**src/rtl/random_pkg.sv**
```systemverilog
// Shared types and constants for the random_range draw unit.
package random_pkg;

  // Width of the generator word consumed per draw.
  localparam int RND_W      = 32;
  // One remainder step per dividend bit.
  localparam int DIV_CYCLES = 32;
  // Bit-index width inside the serial remainder unit.
  localparam int BIT_W      = $clog2(DIV_CYCLES);
  // Sample-delay counter width; SAMPLE_DLY is limited to 1..15.
  localparam int CNT_W      = 4;

  typedef enum logic [2:0] {
    IDLE,
    REQ,
    WAIT,
    DIV,
    DONE
  } state_e;

endpackage

```
**src/rtl/random_range_serial_mod.sv**
```systemverilog
// Serial restoring remainder: dividend mod divisor, MSB first, one bit per
// clock, DIV_CYCLES clocks after load.
module serial_mod
  import random_pkg::*;
#(
  parameter int LIM_W = 8
) (
  input  logic             clk,
  input  logic             reset,
  input  logic             load,
  input  logic [RND_W-1:0] dividend,
  input  logic [LIM_W-1:0] divisor,
  output logic [LIM_W-1:0] rem,
  output logic             rem_valid
);

  logic [RND_W-1:0] div_q, div_d;
  logic [LIM_W-1:0] rem_q, rem_d;
  logic [BIT_W-1:0] bit_q, bit_d;
  logic             act_q, act_d;

  // Shifted-in partial remainder is one bit wider than the divisor so that
  // a divisor of 2^LIM_W-1 can never overflow it.
  logic [LIM_W:0] rem_t;
  logic [LIM_W:0] rem_step;

  // One restoring step on the current partial remainder.
  always_comb begin
    rem_t    = {rem_q, div_q[bit_q]};
    rem_step = (rem_t >= {1'b0, divisor}) ? (rem_t - {1'b0, divisor}) : rem_t;
  end

  // The step result is always below the divisor, so its top bit is zero.
  assign rem       = rem_step[LIM_W-1:0];
  assign rem_valid = act_q && (bit_q == '0);

  // Next-state: load a new dividend or advance one bit.
  always_comb begin
    // NOTE: every variable gets a default first so no path leaves it
    // unassigned, which would otherwise infer a latch.
    div_d = div_q;
    rem_d = rem_q;
    bit_d = bit_q;
    act_d = act_q;
    if (load) begin
      div_d = dividend;
      rem_d = '0;
      bit_d = BIT_W'(DIV_CYCLES - 1);
      act_d = 1'b1;
    end else if (act_q) begin
      rem_d = rem_step[LIM_W-1:0];
      bit_d = bit_q - 1'b1;
      if (bit_q == '0) act_d = 1'b0;
    end
  end

  // Control state is reset; the dividend only matters after a load.
  always_ff @(posedge clk) begin
    // NOTE: sequential state uses non-blocking assignment so every flop
    // samples values from before this edge.
    if (!reset) begin
      rem_q <= '0;
      bit_q <= '0;
      act_q <= 1'b0;
    end else begin
      rem_q <= rem_d;
      bit_q <= bit_d;
      act_q <= act_d;
    end
  end

  // NOTE: the dividend register carries no reset; it is only read while
  // act_q is set, and act_q can only rise through a load that writes it.
  always_ff @(posedge clk) begin
    div_q <= div_d;
  end

endmodule

```
**src/rtl/random_range.sv**
```systemverilog
// Draws one word from the LCG generator and reduces it to 0..limit-1
// (optionally offset by one) with a serial remainder unit.
module random_range
  import random_pkg::*;
#(
  parameter int LIM_W      = 8,
  parameter int SAMPLE_DLY = 2,
  parameter int ONE_BASED  = 1
) (
  input  logic             clk,
  input  logic             reset,
  input  logic             start,
  input  logic [LIM_W-1:0] limit,
  input  logic [RND_W-1:0] rnd_in,
  output logic             rnd_req,
  output logic             busy,
  output logic             done,
  output logic [LIM_W-1:0] result,
  output logic             err
);

  localparam logic [LIM_W-1:0] OFFSET = (ONE_BASED != 0) ? LIM_W'(1) : '0;

  state_e           state_q, state_d;
  logic [LIM_W-1:0] lim_q, lim_d;
  logic [CNT_W-1:0] cnt_q, cnt_d;
  logic             rnd_req_q, rnd_req_d;
  logic             busy_q, busy_d;
  logic             done_q, done_d;
  logic [LIM_W-1:0] result_q, result_d;
  logic             err_q, err_d;

  logic             load;
  logic [LIM_W-1:0] rem;
  logic             rem_valid;

  // Capture the generator word on the last wait cycle.
  assign load = (state_q == WAIT) && (cnt_q == CNT_W'(1));

  serial_mod #(
    .LIM_W(LIM_W)
  ) u_mod (
    .clk      (clk),
    .reset    (reset),
    .load     (load),
    .dividend (rnd_in),
    .divisor  (lim_q),
    .rem      (rem),
    .rem_valid(rem_valid)
  );

  // Draw sequencing; every output is computed one cycle ahead and registered.
  always_comb begin
    state_d   = state_q;
    lim_d     = lim_q;
    cnt_d     = cnt_q;
    rnd_req_d = 1'b0;
    done_d    = 1'b0;
    result_d  = result_q;
    err_d     = err_q;
    unique case (state_q)
      IDLE: begin
        if (start) begin
          lim_d = limit;
          if (limit == '0) begin
            // No modulus: report the error without touching the generator.
            state_d  = DONE;
            done_d   = 1'b1;
            err_d    = 1'b1;
            result_d = '0;
          end else begin
            state_d   = REQ;
            rnd_req_d = 1'b1;
          end
        end
      end
      REQ: begin
        cnt_d   = CNT_W'(SAMPLE_DLY);
        state_d = WAIT;
      end
      WAIT: begin
        cnt_d = cnt_q - 1'b1;
        if (cnt_q == CNT_W'(1)) state_d = DIV;
      end
      DIV: begin
        if (rem_valid) begin
          state_d  = DONE;
          done_d   = 1'b1;
          err_d    = 1'b0;
          result_d = rem + OFFSET;
        end
      end
      DONE: begin
        state_d = IDLE;
      end
      default: begin
        state_d = IDLE;
      end
    endcase
    busy_d = (state_d != IDLE);
  end

  // State and output registers with synchronous active-low reset.
  always_ff @(posedge clk) begin
    if (!reset) begin
      state_q   <= IDLE;
      lim_q     <= '0;
      cnt_q     <= '0;
      rnd_req_q <= 1'b0;
      busy_q    <= 1'b0;
      done_q    <= 1'b0;
      result_q  <= '0;
      err_q     <= 1'b0;
    end else begin
      state_q   <= state_d;
      lim_q     <= lim_d;
      cnt_q     <= cnt_d;
      rnd_req_q <= rnd_req_d;
      busy_q    <= busy_d;
      done_q    <= done_d;
      result_q  <= result_d;
      err_q     <= err_d;
    end
  end

  assign rnd_req = rnd_req_q;
  assign busy    = busy_q;
  assign done    = done_q;
  assign result  = result_q;
  assign err     = err_q;

endmodule

```
**config.mk**
```make
export PLATFORM = sky130hd
export DESIGN_NAME = random_range
export DESIGN_NICKNAME = d
export VERILOG_FILES = /design/src/rtl/random_pkg.sv /design/src/rtl/random_range_serial_mod.sv /design/src/rtl/random_range.sv
export SDC_FILE = /design/constraint.sdc
export NUM_CORES = 1
export LEC_CHECK = 0
export BUFFER_PORTS_ARGS = -buffer_cell sky130_fd_sc_hd__buf_2
export CAP_MARGIN = 10
export CELL_PAD_IN_SITES_DETAIL_PLACEMENT = 1
export CELL_PAD_IN_SITES_GLOBAL_PLACEMENT = 1
export CORE_MARGIN = 2
export CORE_UTILIZATION = 46
export CTS_BUF_LIST = sky130_fd_sc_hd__clkbuf_8
export DETAILED_ROUTE_END_ITERATION = 8
export PLACE_DENSITY = 0.81
export SLEW_MARGIN = 25
export SYNTH_ARGS = -nofsm -noshare
export SYNTH_HDL_FRONTEND = slang
export SYNTH_HIERARCHICAL = 1
export SYNTH_SLANG_ARGS = --single-unit
```
**constraint.sdc**
```tcl
create_clock -name clk -period 5 [get_ports clk]
set_input_delay 0 -clock clk [delete_from_list [all_inputs] [get_ports clk]]
set_output_delay 0 -clock clk [all_outputs]
set_load 0.005 [all_outputs]
```
# Yosys cells after proc, flatten, opt, wreduce, memory -nomap -nowiden
# Index checks and enable logic that the tools add are counted.
# Widths: inputs -> output; s select.
[totals]
inputBits = 43
ff_bits = 73
word_cells = 66
output_inout_bits = 12
[op_classes]
n_reduce_logical = 13
n_mux = 27
bitwise_logic = 1
n_addsub = 4
eq_ne = 7
magnitude_cmp = 2
[ops]
columns = ["cell", "n"]
rows = [
  ["$mux 8", 4],
  ["$pmux 8 s2", 1],
  ["$mux 3", 4],
  ["$pmux 3 s4", 1],
  ["$mux 1", 11],
  ["$mux 5", 2],
  ["$ge 9x8->1", 1],
  ["$add 8x1->8 const B", 1],
  ["$logic_not 8->1", 1],
  ["$pmux 4 s2", 1],
  ["$sub 8x8->8", 1],
  ["$eq 3x2->1 const B", 2],
  ["$lt 5x6->1 const B", 1],
  ["$ne 2x2->1 const B", 3],
  ["$reduce_bool 2->1", 3],
  ["$bmux 1 s5", 1],
  ["$logic_not 5->1", 1],
  ["$sub 5x1->5 const B", 1],
  ["$eq 4x1->1 const B", 1],
  ["$pmux 1 s2", 2],
  ["$reduce_and 4->1", 1],
  ["$sub 4x1->4 const B", 1],
  ["$eq 3x1->1 const B", 1],
  ["$logic_not 3->1", 1],
  ["6 further kinds", 7],
]

# Logic depth before layout (Yosys ltp)
# Gate-level depths: netlist (run 1).
[depth]
word_depth = 7
ltp_mapped = 18
ltp_nobuf = 16

# Cells and area by module
# Netlist (run 1), hierarchy kept.
[by_module_without_submodules]
columns = ["module", "seq_area_each_um2", "area_per_inst_um2", "n_inst", "cells_per_inst"]
rows = [
  ["serial_mod", 1241.2, 2322.2, 1, 184],
  ["random_range", 540.5, 1258.7, 1, 141],
]

# Worst setup path after synthesis (run 1)
# Ideal clock, no wire load.
[synth_path]
path_type = "register to register"
start = "register u_mod.bit_q[1]"
end = "register result_q[6], in the netlist result[6]"
setup_slack_ns = 1.369
setup_ns = 0.066
n_path_buf = 1
arrival_ns = 3.565
synth_period_minus_slack_ns = 3.631
required_time_ns = 4.934
stages_incl_launch_ff = 17
path_cell_list = "dfxtp_1 buf_4 mux4_2 nor2_1 or4_1 nand4_1 inv_1 ha_1 fa_1 nor2b_1 o31ai_1 or4b_1 o311ai_0 mux2_4 or3_1 a211o_1 a21boi_2"
[synth_via]
elab_chain_len = 7
elab_cells_between_ends = 12
classes_between = "2 x add/sub; 1 x order compare; 1 x eq/ne; 5 x mux; 3 x reduce/logical"
[synth_lines]
columns = ["item", "line_no", "text"]
rows = [
  ["start, declared", "random_range_serial_mod.sv:19", "logic [BIT_W-1:0] bit_q, bit_d;"],
  ["start signal, assigned", "random_range_serial_mod.sv:67", "bit_q <= bit_d;"],
  ["$bmux 1 s5 *", "random_range_serial_mod.sv:29", "rem_t = {rem_q, div_q[bit_q]};"],
  ["$mux 1 (not written as such) *", "random_range_serial_mod.sv:29", ""],
  ["$sub 8x8->8 or $ge 9x8->1 (tied branches)", "random_range_serial_mod.sv:30", "rem_step = (rem_t >= {1'b0, divisor}) ? (rem_t - {1'b0, divisor}) : rem_t;"],
  ["$mux 8 *", "random_range_serial_mod.sv:30", ""],
  ["via rem[6]", "random_range.sv:34", "logic [LIM_W-1:0] rem;"],
  ["$add 8x1->8 *", "random_range.sv:90", "result_d = rem + OFFSET;"],
  ["$mux 8 *", "random_range.sv:86", "if (rem_valid) begin"],
  ["$pmux 8 s2 *", "random_range.sv:61", "unique case (state_q)"],
  ["end signal, assigned", "random_range.sv:121", "result_q <= result_d;"],
  ["end, declared", "random_range.sv:30", "logic [LIM_W-1:0] result_q, result_d;"],
]
# The timed path passes the listed nets; every way through them passes the cells marked *. The select of a mux whose other input is x is not followed.
# A chain may end at the register's enable or synchronous reset.

# Final worst setup path (run 1)
# Same ends and word-level chain as after synthesis.

==> results of run 1 <==
-- layer usage --
| metal | track usage [%] | up-vias |
|---|---|---|
| li1 | - | 1371 |
| met1 | 25.5 | 1385 |
| met2 | 43.0 | 64 |
| met3 | 4.60 | 20 |
| met4 | 8.33 | 0 |
| met5 | 0 | - |
-- power groups by stage --
stage | registers [W] | logic [W] | clock network (W)
after detailed placement | 0.000665 | 0.000202 | 0
after global placement | 0.000664 | 0.000194 | 0
after CTS | 0.000652 | 0.000227 | 0.000472
final | 0.000652 | 0.000228 | 0.000466
after floorplan | 0.000658 | 0.000152 | 0
after global routing | 0.000654 | 0.000249 | 0.000505
-- timing repair --
action	4_1_cts	5_1_grt
endpoints found under the hold margin	40	0
hold buffers	40	0
resized for setup	0	0
-- layout by cell type, fill, tap and decap left out, types with 8 or more instances in the layout --
master / n
a21boi_0: 11
a21oi_1: 10
buf_2: 54
clkbuf_8: 9
dfxtp_1: 41
dlygate4sd3_1: 40
edfxtp_1: 32
ha_1: 14
inv_1: 19
nand2_1: 25
nor2_1: 22
nor2b_1: 12
o21a_1: 16
o21ai_0: 8
xnor2_1: 8
-- stage by stage --
stage               hold WS, ps  power [W]  instances  utilization (%)
floorplan                  98.9   0.000810        325                -
global placement            176   0.000858        470             51.4
detailed placement          178   0.000867        470             51.4
CTS                        93.8    0.00135        526             59.2
global route                110    0.00141        526             59.2
finish                     96.8    0.00135        526             59.2
-- kinds of logic after synthesis --
logic type / after synthesis
simple gates: 102
compound gates: 76
flops: 73
buf+inv: 32
mux: 16
fa+ha+maj: 15
xor+xnor: 11
-- how the worst min path moves through the flow --
stage	from	end	slack [ps]	depth (start not counted)
after detailed placement	rnd_in[18]	u_mod/div_q[18]	180	1
after global placement	rnd_in[29]	u_mod/div_q[29]	180	1
final	start	lim_q[6]	100	4
after CTS	start	lim_q[6]	90	4
after floorplan	rnd_in[0]	u_mod/div_q[0]	100	0
after global routing	start	lim_q[6]	110	4
-- worst max-delay path: stages (launching register included) --
cell	delay [ps]
dfxtp_1	630
mux4_2	320
nor2_1	50
or4_1	490
nand4_1	170
inv_1	90
ha_1	180
nand3b_1	160
nand2_2	90
a221o_1	240
o21a_1	430
o21a_1	250
ha_1	230
nand2_1	80
or3_1	350
a211o_1	310
a21boi_2	120
-- state kept, by name, indices dropped and copies added, names as in the netlist --
| name | flops |
|---|---|
| busy | 1 |
| cnt_q | 4 |
| done | 1 |
| err | 1 |
| lim_q | 8 |
| result | 8 |
| rnd_req | 1 |
| state_q | 3 |
| u_mod/act_q | 1 |
| u_mod/bit_q | 5 |
| u_mod/div_q | 32 |
| u_mod/rem_q | 8 |
-- area by class of cell --
class	instances	share of cell area (%)
clock buffer	9	2.74
clock inverter	7	1.58
multi-input combinational	220	36.8
timing repair buffer	96	15.2
inverter	19	1.58
sequential	73	39.4
tap	102	2.82
-- cells in the mapped netlist (3+ instances only) --
library cell | n | area share (%)
mux2i_1 | 5 | 1.4
o21a_1 | 16 | 3.4
and2_1 | 4 | 0.70
nand2_1 | 25 | 2.6
edfxtp_1 | 32 | 27
xnor2_1 | 8 | 2.0
a31oi_1 | 4 | 0.70
nand3b_1 | 3 | 0.63
a21oi_1 | 10 | 1.4
o21ai_0 | 8 | 1.1
ha_1 | 14 | 4.9
nand3_1 | 5 | 0.70
a21boi_0 | 11 | 2.3
buf_2 | 3 | 0.42
dfxtp_1 | 41 | 23
mux4_2 | 6 | 3.8
xor2_1 | 3 | 0.73
mux2_4 | 5 | 2.1
a22oi_1 | 6 | 1.3
nor2b_1 | 12 | 2.1
o211ai_1 | 4 | 0.84
or3_1 | 3 | 0.52
nand2b_1 | 4 | 0.70
clkbuf_1 | 6 | 0.63
inv_1 | 18 | 1.9
and4_1 | 3 | 0.73
nor3_1 | 6 | 0.84
nor2_1 | 22 | 2.3
==> run summary, run 1 <==
Met1 Routed Length = 3.75 mm
Post-Syn Nets = 383
Total wire length = 9.15 mm
Post-CTS Setup Inserts = 0
Slew @ Worst Pin = 857 ps
Outcome = completed
Pleak = 1.72 nW
Detailed-route via count = 2840
Post-synth EDFFs = 32
Primary FF master, synth = dfxtp_1
Synth Area per Inst = 11.0 sq um
Worst EP arrival = 4560 ps
Port-buffer cells = 54
Area after DPL = 3930 sq um
Setup_tns = 0 ps
Synth Area in Simple Gates = 15.8%
Number of synthesized register bits = 73
Num rows = 32
Data required, critical path = 5290 ps
Reg2Reg Depth = 16
Overflow after GRT = 0
RSZ-0062 raised after global routing = no
# fillers = 837
Die X = 92.2 um
Initial antenna violation count = 0
Footprint of the multi-input gates = 1660 sq um
CP Launch Type = register
Top achievable clock speed = 0.234 GHz
Number of global-route vias before repair = 3147
First-pass GRT wire length = 15.1 mm
Final hold violations = 0
Post-synthesis xor/xnor area fraction = 2.69%
Setup violations, final = 0
Final min period = 4270 ps
Logic pwr share = 16.9%
Largest net degree at the start of global routing = 41
Final ANT Viol Nets = 0
Critical Path End = result[6]
Power Density = 297 nW/um^2
Pre-antenna DRT Iters = 4
Met3 Wirelength = 322 um
Period Utilization, post-route = 85.3%
Worst slack, placed = 800 ps
Critical path type = register to register
Slew HR = 42.6%
Routed met2 length = 4.86 mm
Via/cell ratio = 5.40
Num CTS Buffers = 9
Hold Path Class = input port to register
Layout Skew = 7.11 ps
CTS Buffer Depth = 2
Clock Tree Root = clkbuf_8
Residual DRC = 0
Design Area, Final = 4520 sq um
Clock Power Share = 34.7%
Fin nets = 477
Final HPWL DP = 5.96 mm
Clk Latency, worst-skew pair = 350 ps
Setup ws final = 734 ps
Crit path from = u_mod/bit_q[1]
Initial DRC Count = 77
I/O pins = 55
CP Capture Type = register
Area occupied by registers = 1780 sq um
Sw Ratio = 27.1%
Final Max Slew Viols = 0
Synth Area in Compound Gates = 15.1%
Worst VDD drop = 0.151 mV
Setup slack, reg-to-reg = 730 ps
Largest fanout on the critical path = 10
CTS H-tree lvls = 3
Mapped Cells = 325
Die H = 92.2 um
Placer congestion estimate = 0.822
Die Area = 8510 sq um
Post-Synth Adder-Cell Area = 5.45%
Seq pwr share = 48.4%
R2r endpoint = result[6]
Post-synth cell types = 59
Top routing layer used = met4
Antenna diodes = 0
Area grow syn2layout = 26.3%
Initial Util = 46.8%
Async set or reset register ratio after synthesis = 0%
Register area share after synthesis = 49.8%
CTS tree = built
Switch Pwr = 0.000365 W
Internal power = 0.000981 W
Core area = 7650 sq um
Mux share of post-synthesis cell area = 7.27%
Worst r2r src = u_mod/bit_q[1]
Worst-path clk slew = 80 ps
Share of layout cells above drive strength 1 = 21.0%
Yosys warns = 6
Clock sinks = 73
Max Cap Viol = 0
Per-cell routed wire length = 17.4 um
Mapped Area = 3580 sq um
GRT Util Overall = 22.9%
Main combinational cell family by area after synthesis = simple AND/OR/NAND/NOR gates
No activity file was read; power rests on OpenSTA's default activity.
==> run 2, diff against run 1 <==
Settings changed: CORE_ASPECT_RATIO set to 1.4, PLACE_DENSITY 0.81 to not set, PLACE_DENSITY_LB_ADDON set to 0.15.
==> run 2 against run 1 <==
Core utilization decreased by 0.22 points. Non-clock buffer count unchanged. Combinational power about the same. Critical path depth unchanged. Sequential share of layout area increased by 0.11 points. Sequential power about the same. Largest cell class unchanged.
==> run summary, run 2 (synthesis results as in run 1) <==
Outcome = completed
Data required, critical path = 5270 ps
Via/cell ratio = 5.43
Die X = 78.6 um
Met3 GRT Util = 4.84%
Period Utilization, post-route = 84.5%
Switch Pwr = 0.000346 W
RSZ-0062 raised after global routing = no
Per-cell routed wire length = 18.1 um
CTS Buffer Depth = 2
Hold slack final = 141 ps
Hold Path Class = input port to register
I/O pins = 55
Internal power = 0.000973 W
Clock Tree Root = clkbuf_8
Num CTS Buffers = 9
Crit path cell chain = mux4_2 -> nor2_1 -> or4_1 -> nand4_1 -> inv_1 -> ha_1 -> nand3b_1 -> nand2_2 -> a221o_1 -> o21a_1 -> o21a_1 -> ha_1 -> nand2_1 -> or3_1 -> a211o_1 -> a21boi_2
Final Max Slew Viols = 0
Most common cell after layout, fill and taps aside = buf_2
Clk Latency, worst-skew pair = 340 ps
Residual DRC = 0
Setup violations, final = 0
Commonest non-fill, non-tap cells in the layout = 54 x buf_2, 41 x dfxtp_1, 40 x dlygate4sd3_1
Layout Skew = 10.3 ps
Top reg by flops = u_mod/div_q
Share of layout cells above drive strength 1 = 20.5%
Slew @ Worst Pin = 959 ps
Pleak = 1.73 nW
Area grow syn2layout = 26.0%
Core area = 7650 sq um
Antenna diodes = 0
Largest net degree at the start of global routing = 41
Critical path type = register to register
Post-CTS Setup Inserts = 0
Detailed-route via count = 2843
CP Launch Type = register
Slew HR = 35.5%
Max reg flops = 32
Initial DRC Count = 101
Design Area, Final = 4510 sq um
Sw Ratio = 26.3%
Worst-path clk slew = 80 ps
Largest fanout on the critical path = 10
Area after DPL = 3930 sq um
CTS H-tree lvls = 3
GRT Util Overall = 24.0%
Crit path largest cell delay = 650 ps
# fillers = 815
Num rows = 38
GRT met2 Usage = 45.8%
Overflow after GRT = 0
Top achievable clock speed = 0.237 GHz
Fin nets = 477
Worst VDD drop = 0.223 mV
Clock Power Share = 33.2%
Logic pwr share = 17.4%
CTS tree = built
Final HPWL DP = 5.83 mm
Max Cap Viol = 0
Worst slack, placed = 809 ps
Worst EP arrival = 4500 ps
Power Density = 292 nW/um^2
Final hold violations = 0
CTS resizes = 0
Seq pwr share = 49.4%
Met1 Track Usage GR = 24.2%
Setup_tns = 0 ps
Setup slack, reg-to-reg = 770 ps
Die H = 108 um
CP Capture Type = register
Placer congestion estimate = 0.848
Final ANT Viol Nets = 0
First-pass GRT wire length = 15.3 mm
Total wire length = 9.48 mm
Pre-antenna DRT Iters = 5
Die Area = 8520 sq um
GRT Max-Usage Layer = met2
Slowest CP cell = dfxtp_1
Clock sinks = 73
Final min period = 4230 ps
Setup ws final = 773 ps
Number of global-route vias before repair = 3103
Initial Util = 46.8%
Hold Buf Count CTS = 40
Port-buffer cells = 54
Initial antenna violation count = 0
==> run 2: power by group through the flow <==
stage	sequential, W	clock (W)	combinational [W]
2_1_floorplan	0.000658	0	0.000152
3_3_place_gp	0.000664	0	0.000195
3_5_place_dp	0.000665	0	0.000201
4_1_cts	0.000651	0.000447	0.000226
5_1_grt	0.000654	0.000470	0.000254
6_report	0.000652	0.000438	0.000229
==> run 2: final timing paths <==
kind / from / endpoint / depth (start not counted)
max reg2reg: u_mod/bit_q[1] / result[6] / 16
max: u_mod/bit_q[1] / result[6] / 16
min: start / lim_q[4] / 4
min reg2reg: result[5] / result[5] / 2
==> run 2: routing by layer <==
metal | routed length, um | share of wire, %
met1 | 3500 | 37
met4 | 363 | 3.8
met3 | 300 | 3.2
met5 | 0 | 0
met2 | 5310 | 56
==> run 2: per-stage QoR <==
stage / util (%) / power (W) / std cells
final: 58.9 / 0.00132 / 524
after global routing: 58.9 / 0.00138 / 524
after CTS: 58.9 / 0.00133 / 524
after detailed placement: 51.3 / 0.000866 / 468
after global placement: 51.3 / 0.000860 / 468
after floorplan: - / 0.000810 / 325
==> run 2: worst max-delay path: cells and delay by family (launching register included) <==
family / cells / cell delay (ps)
AO/OA/AOI/OAI: 5 / 1350
adder cells (fa/ha/maj): 2 / 410
buffers and inverters: 1 / 90
flip-flops: 1 / 650
multiplexers: 1 / 330
AND/OR/NAND/NOR: 7 / 1330
==> run 2: cell type report <==
type / count / area, sq um / share of cell area, %
well taps: 100 / 125 / 2.77
multi-input cells: 220 / 1670 / 37.0
clock inverters: 7 / 55.1 / 1.22
repair buffers: 96 / 686 / 15.2
flip-flops and latches: 73 / 1780 / 39.5
inverters: 19 / 71.3 / 1.58
clock buffers: 9 / 124 / 2.75
